### src/rtl/branch_predictor.sv
// Fetch-side predictor: 2-bit BHT, direct-mapped BTB and circular RAS, trained by execute resolves.
// Prediction and flush are registered (1 cycle); no backpressure, one fetch and one resolve accepted per cycle.
module branch_predictor #(
    parameter int PC_W      = 32,
    parameter int IDX_W     = 6,
    parameter int TAG_W     = 8,
    parameter int RAS_DEPTH = 4,
    parameter int CNT_W     = 16
) (
    input  logic             clk,
    input  logic             rst,
    input  logic             fetch_valid,
    input  logic [PC_W-1:0]  fetch_pc,
    output logic             pred_valid,
    output logic             pred_taken,
    output logic [PC_W-1:0]  pred_target,
    input  logic             res_valid,
    input  logic [PC_W-1:0]  res_pc,
    input  logic [1:0]       res_type,
    input  logic             res_is_call,
    input  logic             res_taken,
    input  logic [PC_W-1:0]  res_target,
    input  logic             res_pred_taken,
    input  logic [PC_W-1:0]  res_pred_target,
    output logic             flush,
    output logic [PC_W-1:0]  flush_pc,
    output logic [CNT_W-1:0] perf_branches,
    output logic [CNT_W-1:0] perf_mispredicts
);
    localparam int ENTRIES = 1 << IDX_W;
    localparam int RP_W    = (RAS_DEPTH > 1) ? $clog2(RAS_DEPTH) : 1;
    localparam int RC_W    = $clog2(RAS_DEPTH + 1);
    localparam logic [PC_W-1:0] PC_ONE  = PC_W'(1);
    localparam logic [RP_W-1:0] RP_LAST = RP_W'(RAS_DEPTH - 1);
    localparam logic [RC_W-1:0] RC_FULL = RC_W'(RAS_DEPTH);
    localparam logic [1:0] TY_COND = 2'b01;
    localparam logic [1:0] TY_JUMP = 2'b10;
    localparam logic [1:0] TY_RET  = 2'b11;

    typedef struct packed {
        logic [TAG_W-1:0] tag;
        logic [PC_W-1:0]  tgt;
        logic [1:0]       typ;
    } btb_t;

    logic [1:0]         r_bht [ENTRIES];
    logic [ENTRIES-1:0] r_btb_vld;
    btb_t               r_btb [ENTRIES];
    logic [PC_W-1:0]    r_ras [RAS_DEPTH];
    logic [RP_W-1:0]    r_ras_ptr;
    logic [RC_W-1:0]    r_ras_cnt;

    logic               r_pred_valid;
    logic               r_pred_taken;
    logic [PC_W-1:0]    r_pred_target;
    logic               r_flush;
    logic [PC_W-1:0]    r_flush_pc;
    logic [CNT_W-1:0]   r_perf_br;
    logic [CNT_W-1:0]   r_perf_mp;

    logic [IDX_W-1:0]   w_f_idx;
    logic [TAG_W-1:0]   w_f_tag;
    logic [IDX_W-1:0]   w_r_idx;
    logic [TAG_W-1:0]   w_r_tag;
    btb_t               w_btb_e;
    logic               w_f_hit;
    logic               w_p_taken;
    logic [PC_W-1:0]    w_p_tgt;
    logic [RP_W-1:0]    w_ras_top;
    logic [RP_W-1:0]    w_ras_nxt;
    logic               w_res_act;
    logic               w_mispred;

    assign w_f_idx   = fetch_pc[IDX_W-1:0];
    assign w_f_tag   = fetch_pc[IDX_W+TAG_W-1:IDX_W];
    assign w_r_idx   = res_pc[IDX_W-1:0];
    assign w_r_tag   = res_pc[IDX_W+TAG_W-1:IDX_W];
    // r_ras_ptr is the next free slot; the top of stack sits just below it
    assign w_ras_top = (r_ras_ptr == '0) ? RP_LAST : r_ras_ptr - RP_W'(1);
    assign w_ras_nxt = (r_ras_ptr == RP_LAST) ? '0 : r_ras_ptr + RP_W'(1);
    assign w_res_act = res_valid && (res_type != 2'b00);
    assign w_mispred = w_res_act && ((res_taken != res_pred_taken) ||
                                     (res_taken && (res_target != res_pred_target)));

    always_comb begin
        w_btb_e   = r_btb[w_f_idx];
        w_f_hit   = r_btb_vld[w_f_idx] && (w_btb_e.tag == w_f_tag);
        w_p_taken = 1'b0;
        w_p_tgt   = fetch_pc + PC_ONE;
        if (w_f_hit) begin
            case (w_btb_e.typ)
                TY_COND: if (r_bht[w_f_idx][1]) begin
                    w_p_taken = 1'b1;
                    w_p_tgt   = w_btb_e.tgt;
                end
                TY_JUMP: begin
                    w_p_taken = 1'b1;
                    w_p_tgt   = w_btb_e.tgt;
                end
                TY_RET: if (r_ras_cnt != '0) begin
                    w_p_taken = 1'b1;
                    w_p_tgt   = r_ras[w_ras_top];
                end
                default: ;
            endcase
        end
    end

    always_ff @(posedge clk) begin
        if (rst) begin
            for (int i = 0; i < ENTRIES; i++) r_bht[i] <= 2'b01;
            r_btb_vld     <= '0;
            r_ras_ptr     <= '0;
            r_ras_cnt     <= '0;
            r_pred_valid  <= 1'b0;
            r_pred_taken  <= 1'b0;
            r_pred_target <= '0;
            r_flush       <= 1'b0;
            r_flush_pc    <= '0;
            r_perf_br     <= '0;
            r_perf_mp     <= '0;
        end else begin
            r_pred_valid <= fetch_valid && !w_mispred;
            if (fetch_valid) begin
                r_pred_taken  <= w_p_taken;
                r_pred_target <= w_p_tgt;
            end
            r_flush <= w_mispred;
            if (w_mispred) r_flush_pc <= res_taken ? res_target : res_pc + PC_ONE;
            if (w_res_act) begin
                if (res_type == TY_COND) begin
                    if (res_taken && r_bht[w_r_idx] != 2'b11)
                        r_bht[w_r_idx] <= r_bht[w_r_idx] + 2'b01;
                    else if (!res_taken && r_bht[w_r_idx] != 2'b00)
                        r_bht[w_r_idx] <= r_bht[w_r_idx] - 2'b01;
                end
                if (res_taken) r_btb_vld[w_r_idx] <= 1'b1;
                if (res_is_call) begin
                    r_ras_ptr <= w_ras_nxt;
                    if (r_ras_cnt != RC_FULL) r_ras_cnt <= r_ras_cnt + RC_W'(1);
                end else if (res_type == TY_RET && r_ras_cnt != '0) begin
                    r_ras_ptr <= w_ras_top;
                    r_ras_cnt <= r_ras_cnt - RC_W'(1);
                end
                if (r_perf_br != '1) r_perf_br <= r_perf_br + CNT_W'(1);
                if (w_mispred && r_perf_mp != '1) r_perf_mp <= r_perf_mp + CNT_W'(1);
            end
        end
    end

    // Payload storage needs no reset: every read is qualified by r_btb_vld or r_ras_cnt
    always_ff @(posedge clk) begin
        if (!rst && w_res_act && res_taken) begin
            r_btb[w_r_idx] <= '{tag: w_r_tag, tgt: res_target, typ: res_type};
        end
        if (!rst && w_res_act && res_is_call) begin
            r_ras[r_ras_ptr] <= res_pc + PC_ONE;
        end
    end

    assign pred_valid       = r_pred_valid;
    assign pred_taken       = r_pred_taken;
    assign pred_target      = r_pred_target;
    assign flush            = r_flush;
    assign flush_pc         = r_flush_pc;
    assign perf_branches    = r_perf_br;
    assign perf_mispredicts = r_perf_mp;
endmodule

### config.mk
export PLATFORM = sky130hd
export DESIGN_NAME = branch_predictor
export DESIGN_NICKNAME = d
export VERILOG_FILES = /design/src/rtl/branch_predictor.sv
export SDC_FILE = /design/constraint.sdc
export NUM_CORES = 2
export LEC_CHECK = 0
export ABC_CLOCK_PERIOD_IN_PS = 6100
export BUFFER_PORTS_ARGS = -buffer_cell sky130_fd_sc_hd__buf_4
export CAP_MARGIN = 20
export CORE_MARGIN = 1.5
export CORE_UTILIZATION = 55
export CTS_BUF_LIST = sky130_fd_sc_hd__clkbuf_4 sky130_fd_sc_hd__clkbuf_8 sky130_fd_sc_hd__clkbuf_16
export DETAILED_ROUTE_END_ITERATION = 8
export PLACE_DENSITY = 0.8
export SLEW_MARGIN = 10
export SYNTH_ARGS = -nofsm -noshare
export SYNTH_HDL_FRONTEND = slang
export SYNTH_SLANG_ARGS = --single-unit
### constraint.sdc
create_clock -name clk -period 6.1 [get_ports clk]
set_clock_uncertainty 0.2 [all_clocks]
set_input_delay 0.61 -clock clk [delete_from_list [all_inputs] [get_ports clk]]
set_output_delay 0.61 -clock clk [all_outputs]
set_load 0.01 [all_outputs]
==> results.txt <==
Power Density: 321.4 nW/um2
clk sink count: 3112
Hold Path Class: in -> reg
hpwl dp: 230500 um
status: finished clean
largest net degree at the start of global routing: 89
setup bufs post-CTS: 0
Final #Nets: 7104
DR WL/cell: 40.39 um
fin util: 0.6309
first-pass GRT wire length: 561500 um
initial DRC count: 14188
synth top area cells: edfxtp_1 (71%), mux4_2 (12%), mux2i_1 (3.0%), dfxtp_1 (2.7%), nor2_1 (0.86%)
Yosys top cell by area: edfxtp_1
Critical Path RT: 6.74 ns
top cell type's share of synthesized area: 0.7131
Final ANT Viol Nets: 0
Max Freq: 0.1960 GHz
cell count after synthesis: 6446
Starting Density: 0.5523
antenna violations before repair: 28
final setup vio count: 0
I/O pins: 236
relative slew slack: 0.09779
clock-pin transition on the worst setup and hold timing paths: 0.07 ns
die height: 477.8 um
DR vias/cell: 7.294
Distinct cells, synth: 81
fin crit share: 0.8362
Power, Total: 45.51 mW
maximum fanout along the worst path: 52
DR DRC count: 0
Worst Max-Slew Pin Slew: 1.347 ns
synthesized flop and latch total: 3112
syn avg cell area: 19.23 um2
root buf cell: clkbuf_16
Worst EP arrival: 5.74 ns
post-layout min period: 5.101 ns
H-tree levels: 5
Crit Path Category: in -> reg
Startpoint Class: input pin
Final Slew Violations: 0
post-cts resize count: 0
row count: 174
total grt overflow: 0
Worst setup EP type: flop
Total Routing Usage GR: 0.3560
number of CTS-inserted buffers: 311
Syn-to-layout area delta: 14.22%
core region area: 224500 um2
peak supply drop: 246.0 uV
Vias: 74394
GPL Wtd Cong: 0.9441
Yosys warning total: 0
cts hold-fix bufs: 59
IO Port Bufs: 235
MaxCap Viol Count: 0
die footprint: 228300 um2
CTS Buffer Depth: 4
Horiz. Die Dim: 477.8 um
syn nets: 6592
leak pwr: 46.14 nW
Seq/Total Area, Yosys: 0.7402
Cell Area, Synth: 124000 um2
predominant post-synthesis flop cell: edfxtp_1
total iterations of the first detailed-routing run: 7
Post-synth EDFFs: 2944
fraction of layout instances using a drive strength above 1: 0.2553
CTS tree: yes
asr flop ratio synth: 0
worst hold margin: 0.04551 ns
drt total wl: 412000 um
final hold vios: 0
vias in the first global route: 72337
unrepaired setup endpoints after global routing: false
Setup TNS Final: 0 ns
worst-skew pair later-pin latency: 0.98 ns
-- flip-flops by register name, summed over array words and instances, names as in the netlist --
register,cells
perf_mispredicts,16
r_btb_vld,64
r_ras_cnt,3
r_bht,128
flush,1
pred_target,32
r_ras_ptr,2
r_ras,128
pred_taken,1
pred_valid,1
perf_branches,16
r_btb,2688
flush_pc,32
-- metal layers --
layer  wire [um]  global-route usage
met1      131000              0.4476
met2      183800              0.5343
met5         231                   0
met3       66590              0.1292
met4       30350              0.2092
-- path summary, 6_finish.rpt --
kind	startpoint	end	slack (ns)	depth (start not counted)
worst min register to register	r_btb_vld[18]	r_btb_vld[18]	0.25	1
worst min-delay path	res_target[26]	r_btb[24][28]	0.05	1
worst max register to register	r_btb[10][40]	pred_target[26]	1.19	12
worst max-delay path	fetch_pc[2]	pred_target[26]	1.0	12
-- kinds of logic after synthesis --
group / after synthesis / share of synthesized area
compound gates: 834 / 0.04654
simple gates: 851 / 0.03149
fa+ha+maj: 10 / 0.001050
flops: 3112 / 0.7402
buf+inv: 437 / 0.01887
xor+xnor: 131 / 0.009255
mux: 1071 / 0.1526
-- stage by stage --
| step | cells | setup WS (ns) | cell area [um2] |
|---|---|---|---|
| global placement | 9575 | 0.7724 | 131000 |
| CTS | 10172 | 1.342 | 141500 |
| global route | 10182 | 0.9574 | 141600 |
| floorplan | 6446 | 0.8817 | 124000 |
| detailed placement | 9577 | 0.6924 | 131000 |
| finish | 10200 | 0.9992 | 141600 |
-- power by group --
| group | leakage (nW) | switching, mW | total (mW) | internal, mW |
|---|---|---|---|---|
| registers | 27.8 | 0.0764 | 23.5 | 23.4 |
| clock network | 4.95 | 8.06 | 19.0 | 11.0 |
| logic | 13.4 | 1.97 | 2.98 | 1.02 |
| total | 46.1 | 10.1 | 45.5 | 35.4 |
-- cells in the final DEF, fill, tap and decap left out, types with 16 or more instances in the layout --
master	instances
and2_1	28
o221ai_1	73
edfxtp_1	2944
nor2_4	63
a22oi_1	77
buf_4	460
dlygate4sd3_1	59
o22ai_1	65
clkbuf_16	316
buf_12	71
mux4_2	650
a31oi_1	23
inv_1	33
a221o_1	27
mux2_2	48
mux2i_1	373
and3_1	26
diode_2	27
nand2_1	246
clkinv_2	56
nand4_1	32
dfxtp_1	167
a21o_1	67
o21ai_0	157
a21oi_1	135
nand2b_1	32
nor2_1	214
a22o_1	16
clkbuf_4	58
xor2_1	71
o211ai_1	23
a221oi_1	55
nand3_1	74
clkinv_1	50
nor4_1	16
nor3_1	54
bufinv_16	27
a211oi_1	21
xnor2_1	60
-- cell type report --
cell class | count | area, um2
sequential | 3112 | 91770
multi-input combinational | 2897 | 30410
inverter | 40 | 160.2
timing repair buffer | 596 | 5540
clock inverter | 157 | 1500
tap | 2992 | 3744
clock buffer | 379 | 8418
antenna | 27 | 67.56
fill | 14376 | 82850
-- critical path, stage by stage --
cell           delay, ns
buf_6               0.52
buf_4               0.62
and2_1              0.69
a211o_1             0.28
o31ai_1             0.18
xor2_1              0.20
nor4_2              0.91
nand4_1             0.43
buf_4               0.31
o21ai_0             0.16
a211oi_1            0.09
dlygate4sd3_1       0.61
-- cell usage after synthesis (55+ instances only) --
cell type and count:
nor2_1 283, a22oi_1 77, mux4_2 650, xnor2_1 60, o221ai_1 73, xor2_1 71
nand3_1 74, o21ai_0 157, a21oi_1 136, nand2_1 250, edfxtp_1 2944, mux2i_1 373
a221oi_1 55, a21o_1 67, nor3_1 55, o22ai_1 65, dfxtp_1 168, buf_2 91
clkbuf_1 177, buf_4 59
Power figures use the tool's default switching activity.
